===== src/rtl/ingress_queue.sv =====
// Show-ahead ingress FIFO with a registered head word, feeding the switch scheduler.
// Optional INGRESS_DROP_NULL_DEST_EN: consume but discard words whose destination field is 2'b00.
module ingress_queue #(
    parameter int unsigned DEPTH = 16,
    parameter int unsigned WIDTH = 8
) (
    input  logic                     clk,
    input  logic                     reset,
    input  logic [WIDTH-1:0]         in_data,
    input  logic                     in_valid,
    output logic                     in_ready,
    output logic [WIDTH-1:0]         data,
    output logic                     empty,
    output logic                     full,
    input  logic                     rdreq,
    output logic [$clog2(DEPTH):0]   count,
    output logic [15:0]              drop_cnt
);

    localparam int unsigned AW = $clog2(DEPTH);
    localparam int unsigned CW = AW + 1;

    logic [WIDTH-1:0] mem_q [DEPTH];
    logic [AW-1:0]    wr_ptr_q, wr_ptr_d;
    logic [AW-1:0]    rd_ptr_q, rd_ptr_d;
    logic [CW-1:0]    count_q, count_d;
    logic [WIDTH-1:0] data_q, data_d;
    logic             accept, wr_en, rd_en;

    assign full     = (count_q == CW'(DEPTH));
    assign empty    = (count_q == '0);
    assign in_ready = !full;
    assign count    = count_q;
    assign data     = data_q;
    assign accept   = in_valid && in_ready;
    assign rd_en    = rdreq && !empty;

`ifdef INGRESS_DROP_NULL_DEST_EN
    logic        is_null;
    logic [15:0] drop_cnt_q, drop_cnt_d;

    assign is_null  = (in_data[1:0] == 2'b00);
    assign wr_en    = accept && !is_null;
    assign drop_cnt = drop_cnt_q;

    always_comb begin
        drop_cnt_d = drop_cnt_q;
        if (accept && is_null && (drop_cnt_q != 16'hFFFF)) begin
            drop_cnt_d = drop_cnt_q + 16'd1;
        end
    end

    always_ff @(posedge clk) begin
        if (reset) begin
            drop_cnt_q <= '0;
        end else begin
            drop_cnt_q <= drop_cnt_d;
        end
    end
`else
    assign wr_en    = accept;
    assign drop_cnt = '0;
`endif

    always_comb begin
        wr_ptr_d = wr_ptr_q;
        rd_ptr_d = rd_ptr_q;
        count_d  = count_q;
        data_d   = data_q;
        if (wr_en) begin
            wr_ptr_d = wr_ptr_q + AW'(1);
        end
        if (rd_en) begin
            rd_ptr_d = rd_ptr_q + AW'(1);
        end
        case ({wr_en, rd_en})
            2'b10:   count_d = count_q + CW'(1);
            2'b01:   count_d = count_q - CW'(1);
            default: count_d = count_q;
        endcase
        // New head is the incoming word when it lands exactly at the next read slot.
        if (count_d != '0) begin
            if (wr_en && (wr_ptr_q == rd_ptr_d)) begin
                data_d = in_data;
            end else begin
                data_d = mem_q[rd_ptr_d];
            end
        end
    end

    always_ff @(posedge clk) begin
        if (reset) begin
            wr_ptr_q <= '0;
            rd_ptr_q <= '0;
            count_q  <= '0;
            data_q   <= '0;
        end else begin
            wr_ptr_q <= wr_ptr_d;
            rd_ptr_q <= rd_ptr_d;
            count_q  <= count_d;
            data_q   <= data_d;
        end
    end

    // Storage array carries no reset; occupancy is tracked by the pointers and count.
    always_ff @(posedge clk) begin
        if (!reset && wr_en) begin
            mem_q[wr_ptr_q] <= in_data;
        end
    end

endmodule


===== config.mk =====
export PLATFORM = sky130hd
export DESIGN_NAME = ingress_queue
export DESIGN_NICKNAME = d
export VERILOG_FILES = /design/src/rtl/ingress_queue.sv
export SDC_FILE = /design/constraint.sdc
export NUM_CORES = 1
export LEC_CHECK = 0
export BUFFER_PORTS_ARGS = -buffer_cell sky130_fd_sc_hd__buf_4
export CORE_MARGIN = 5
export CORE_UTILIZATION = 53
export DETAILED_ROUTE_END_ITERATION = 6
export GPL_ROUTABILITY_DRIVEN = 0
export PLACE_DENSITY_LB_ADDON = 0.05
export SYNTH_ARGS = -nofsm -noshare
export SYNTH_HDL_FRONTEND = slang
export SYNTH_SLANG_ARGS = --single-unit

===== constraint.sdc =====
create_clock -name clk -period 4.75 [get_ports clk]
set_clock_uncertainty 0.2 [all_clocks]
set_input_delay 0.95 -clock clk [delete_from_list [all_inputs] [get_ports clk]]
set_output_delay 0.95 -clock clk [all_outputs]
set_load 0.005 [all_outputs]

### Word-level counts from Yosys, hierarchy flattened

Memory sizes are Yosys's and may differ from the RTL's. A register that Yosys moved wholly into a read port is not among the register bits.
Index checks and enable logic that the tools add are counted.

| operators by class | value |
|---|---|
| reduce and logical (&&, ||, !) cells | 8 |
| equality and inequality tests | 3 |
| mux-type cells | 4 |
| add/subtract/negate cells | 4 |

Operators with widths:

| kind | count |
|---|---|
| $pmux 5 s2 | 1 |
| $add 4x1->4 const B | 2 |
| $add 5x1->5 const B | 1 |
| $eq 5x5->1 const B | 1 |
| $logic_not 5->1 | 1 |
| $reduce_bool 5->1 | 1 |
| $sub 5x1->5 const B | 1 |
| $mux 4 | 1 |
| $logic_and 1x1->1 | 3 |
| $logic_not 1->1 | 3 |
| $eq 2x1->1 const B | 1 |
| $eq 2x2->1 const B | 1 |
| $mux 1 | 2 |

| storage, ports and cells | value |
|---|---|
| output and inout bits | 32 |
| logic and storage cells | 23 |
| input port bits | 12 |
| memories kept | 1 |
| bits in registers | 13 |
| bits in writable memories | 128 |

Memories:

| memory | words | width | read ports | clocked after Yosys merged registers in | wr ports | RTL line | RTL |
|---|---|---|---|---|---|---|---|
| mem_q | 16 | 8 | 1 | 1 | 1 | 23 | `logic [WIDTH-1:0] mem_q [DEPTH];` |

### Depth between registers and ports, before layout

| logic depth | value |
|---|---|
| depth after elaboration | 6 |
| depth in mapped cells | 14 |
| mapped depth without buffers | 12 |

### Worst setup path before layout

Ideal clock, no wire load.

| path | value |
|---|---|
| path kind | reg-to-reg |
| start | register count_q[0] (netlist: count[0]) |
| end | register data_q[0] (netlist: data[0]) (read register of mem_q) |
| clock period less this slack | 4.123 ns |
| library setup time | 0.117 ns |
| cell stages (with the launch flop) | 15 |
| path slack | 0.627 ns |
| arrival | 3.806 ns |
| path buffers | 2 |
| data required time | 4.433 ns |
| path through | dfxtp_1 > or4_4 > o21ai_2 > inv_2 > buf_2 > ha_1 > fa_1 > a21o_1 > a2111oi_0 > nand4b_1 > and4_1 > or2_2 > clkbuf_1 > nor2_1 > a22o_1 |

| on the way | value |
|---|---|
| longest elaborated chain between the ends | 6 |
| elaborated cells between the ends (all ways) | 13 |
| classes of those cells | add/sub (2); eq/ne (3); mux (2); reduce/logical (6) |

RTL lines:

| what | RTL line | RTL |
|---|---|---|
| start, declared | 26 | `logic [CW-1:0] count_q, count_d;` |
| start signal, assigned | 100 | `count_q <= count_d;` |
| $eq 5x5->1 or $logic_not 5->1 (tied branches) | 30, 31 |  |
| $logic_not 1->1, on equally long branches | 32, 36 |  |
| $logic_and 1x1->1, on equally long branches | 35, 36 |  |
| $eq 2x1->1 or $eq 2x2->1 (tied branches) | 76 | `case ({wr_en, rd_en})` |
| $pmux 5 s2 | 76 |  |
| $reduce_bool 5->1 | 82 | `if (count_d != '0) begin` |
| end, declared | 27 | `logic [WIDTH-1:0] data_q, data_d;` |

Several ways; a longest one is shown, not always the timed one.
A chain may end at the register's enable or synchronous reset.

### Final worst setup path

| path | value |
|---|---|
| start | register count_q[0] (netlist: count[0]) |
| end | register data_q[7] (netlist: data[7]) (read register of mem_q) |

The elaborated chain is that of the path after synthesis.

==> results.yml <==
timing:
  worst_slew_pin_slew_ns: 1.15
  drv_slew: 0
  fmax_ghz: 0.252
  min_period_ns: 3.97
  hold_viol: 0
  period_share_pct: 83.6
  setup_viol: 0
  relSlewSlack_pct: 22.6
  finalSetupTns_ns: 0
  worst_slack_ns: 0.779
  rsz0062_at_grt: "no"
worst_setup_path:
  crit_type: "flop to flop"
  critPathArrivalTime_ns: 4.08
  critical_path.max_stage_delay_ns: 0.69
  crit_fanout: 12
  path_cells: "or4_4 > o21ai_2 > inv_2 > ha_1 > fa_1 > a21o_1 > a2111oi_0 > nand4b_1 > and4_1 > or2_2 > nor2_1 > a22o_1"
  worstPathRequired_ns: 4.86
  reg2reg_to: "data[7]"
  cp-end-kind: "flop"
  r2r_cells: 12
  cp.depth: 12
  worstSetupEndpoint: "data[7]"
  crit_path_start: "count[0]"
  startpoint_type: "flop"
  rrSetupSlack_ns: 0.78
  r2r_start: "count[0]"
  cp_top_family: "simple AND/OR/NAND/NOR gates"
  worstPathBufferInverterCount: 1
  slowest_stage: "or4_4"
clocking:
  clk_pin_slew_ns: 0.06
  cts_tree: "done"
  clock_path_buffers: 2
  ctsHoldBuffers: 0
  insertion_delay_ns: 0.42
  cts_resized: 0
  clock-sinks: 149
  htreeDepth: 4
  cts-root-buf: "clkbuf_16"
  cts_setup_buffers: 0
  numCtsBuffers: 17
global_routing:
  antenna_found_initial: 0
  grt_usage_pct: 24.3
  grt_pass1_wl_mm: 29.3
  grt_pass1_vias: 4890
  grt_max_degree: 62
  overflow: 0
placed_design:
  dp.cells: 769
  dpl_worst_slack_ns: 0.836
  dpl.hpwl_mm: 12.7
  port_buffers: 27
synthesis:
  synth_edf_count: 128
  synth.avg_cell_area_um2: 12.5
  ys_seq_area_share_pct: 58.3
  syn_area_um2: 7320
  ys_async_sr_fraction_pct: 0
  ys.flop_type: "edfxtp_1"
  synthCells: 586
  ys_warn_count: 0
  synth_cell_types: 75
  synth_area_leader_cell: "edfxtp_1"
  synth_seq_cells: 149
  synth_area_leaders: "edfxtp_1, dfxtp_1, mux2i_1"
  synth.top_cell.area_share_pct: 52.5
floorplanning:
  initial_core_util_pct: 53.3
  io_pins: 44
  dieHeight_um: 127
  dieArea_um2: 16300
  rows: 43
  coreArea_um2: 13700
  fp.dieW_um: 127
power_and_ir_drop:
  p_leak_uw: 0.00288
  ir_drop_v: 0.000307
  pwr_density_cell_nw_per_um2: 604
detailed_routing:
  drcViolationCount: 0
  vias: 5135
  drt_pass1_iterations: 5
  wire_per_inst_um: 23.8
  drt_iter0_drc: 614
  vias_per_cell: 6.41
  postRouteAntennaNets: 0
  totalWireLength_mm: 19.1
job:
  max-cap-violations: 0
status:
  status: "completed"
cells_and_area:
  area_delta_synth_final_pct: 11.7
  instances_no_fill: 801
  drive_gt1_share_pct: 16.3
  diodes: 0
  nets: 630
min_path:
  hp-class: "flop to flop"
area by class of cell:
class | count | area (um2)
multi-input cells | 384 | 2760
inverters | 17 | 63.8
clock buffers | 19 | 433
flip-flops and latches | 149 | 4270
repair buffers | 39 | 293
well taps | 180 | 225
clock inverters | 13 | 133
fillers | 1108 | 5550
worst register-to-register path: cells and delay by family, from the launching register on:
family	cells	cell delay, ns
flops	1	0.40
compound gates	4	1.03
simple gates	5	1.47
buf+inv	1	0.05
fa+ha+maj	2	0.73
layout by cell type (no fill, tap or decap), types with 17 or more instances in the layout:
cell type,instances
buf_4,39
o21ai_0,21
nor2_1,51
o22ai_1,17
clkbuf_16,17
mux2i_1,23
edfxtp_1,128
dfxtp_1,20
nand2_1,22
nand3_1,20
through the flow:
step | power (uW) | area, um2 | hold slack [ns] | utilization, %
3_5_place_dp | 3650 | 7610 | 0.266 | 55.4
6_report | 4940 | 8170 | 0.270 | 59.6
4_1_cts | 4950 | 8170 | 0.275 | 59.6
2_1_floorplan | 3020 | 7370 | 0.249 | -
3_3_place_gp | 3610 | 7610 | 0.258 | 55.4
5_1_grt | 5180 | 8170 | 0.300 | 59.6
cells by family after synthesis:
group	after synthesis	share of synthesized area, %
muxes	35	6.23
buffers and inverters	68	4.75
AOI/OAI and AO/OA	151	15.7
xor gates and xnor gates	12	1.64
DFF	149	58.3
adders and majority gates	10	1.81
and+or+nand+nor	160	11.6
other	1	0.0513
worst min path at each step:
stage / startpoint / end / slack (ns) / cells past startpoint
after global routing: data[2] / data[2] / 0.30 / 2
final: data[6] / data[6] / 0.27 / 2
after global placement: data[2] / data[2] / 0.26 / 2
after detailed placement: data[2] / data[2] / 0.27 / 2
after floorplan: data[6] / data[6] / 0.25 / 2
after CTS: data[2] / data[2] / 0.27 / 2
per-layer routing:
metal  GRT usage (%)  wire length [um]  vias up
li1                -                 -     2305
met1            34.9              8350     2563
met2            37.5              8860      231
met3            4.60              1430       36
met4            7.63               418        0
met5               0                 0        -
power breakdown:
| part | switching, uW | internal [uW] |
|---|---|---|
| sequential | 78.7 | 1500 |
| combinational | 1270 | 809 |
| clock | 518 | 768 |
state kept, by name, indices dropped and copies added (netlist names):
name      count
wr_ptr_q      4
mem_q       128
rd_ptr_q      4
count         5
data          8
cells in the mapped netlist, types with 8 or more instances:
library cell	n
edfxtp_1	128
nor2_1	51
mux2i_1	23
nand2_1	22
dfxtp_1	21
o21ai_0	21
nand3_1	20
buf_4	18
o22ai_1	17
a21oi_1	15
clkbuf_1	15
inv_1	15
a211oi_1	10
and3_1	10
o211ai_1	10
ha_1	9
nor3_1	9
buf_1	8
buf_2	8
mux4_2	8
nor2b_1	8
Power figures use the tool's default switching activity.
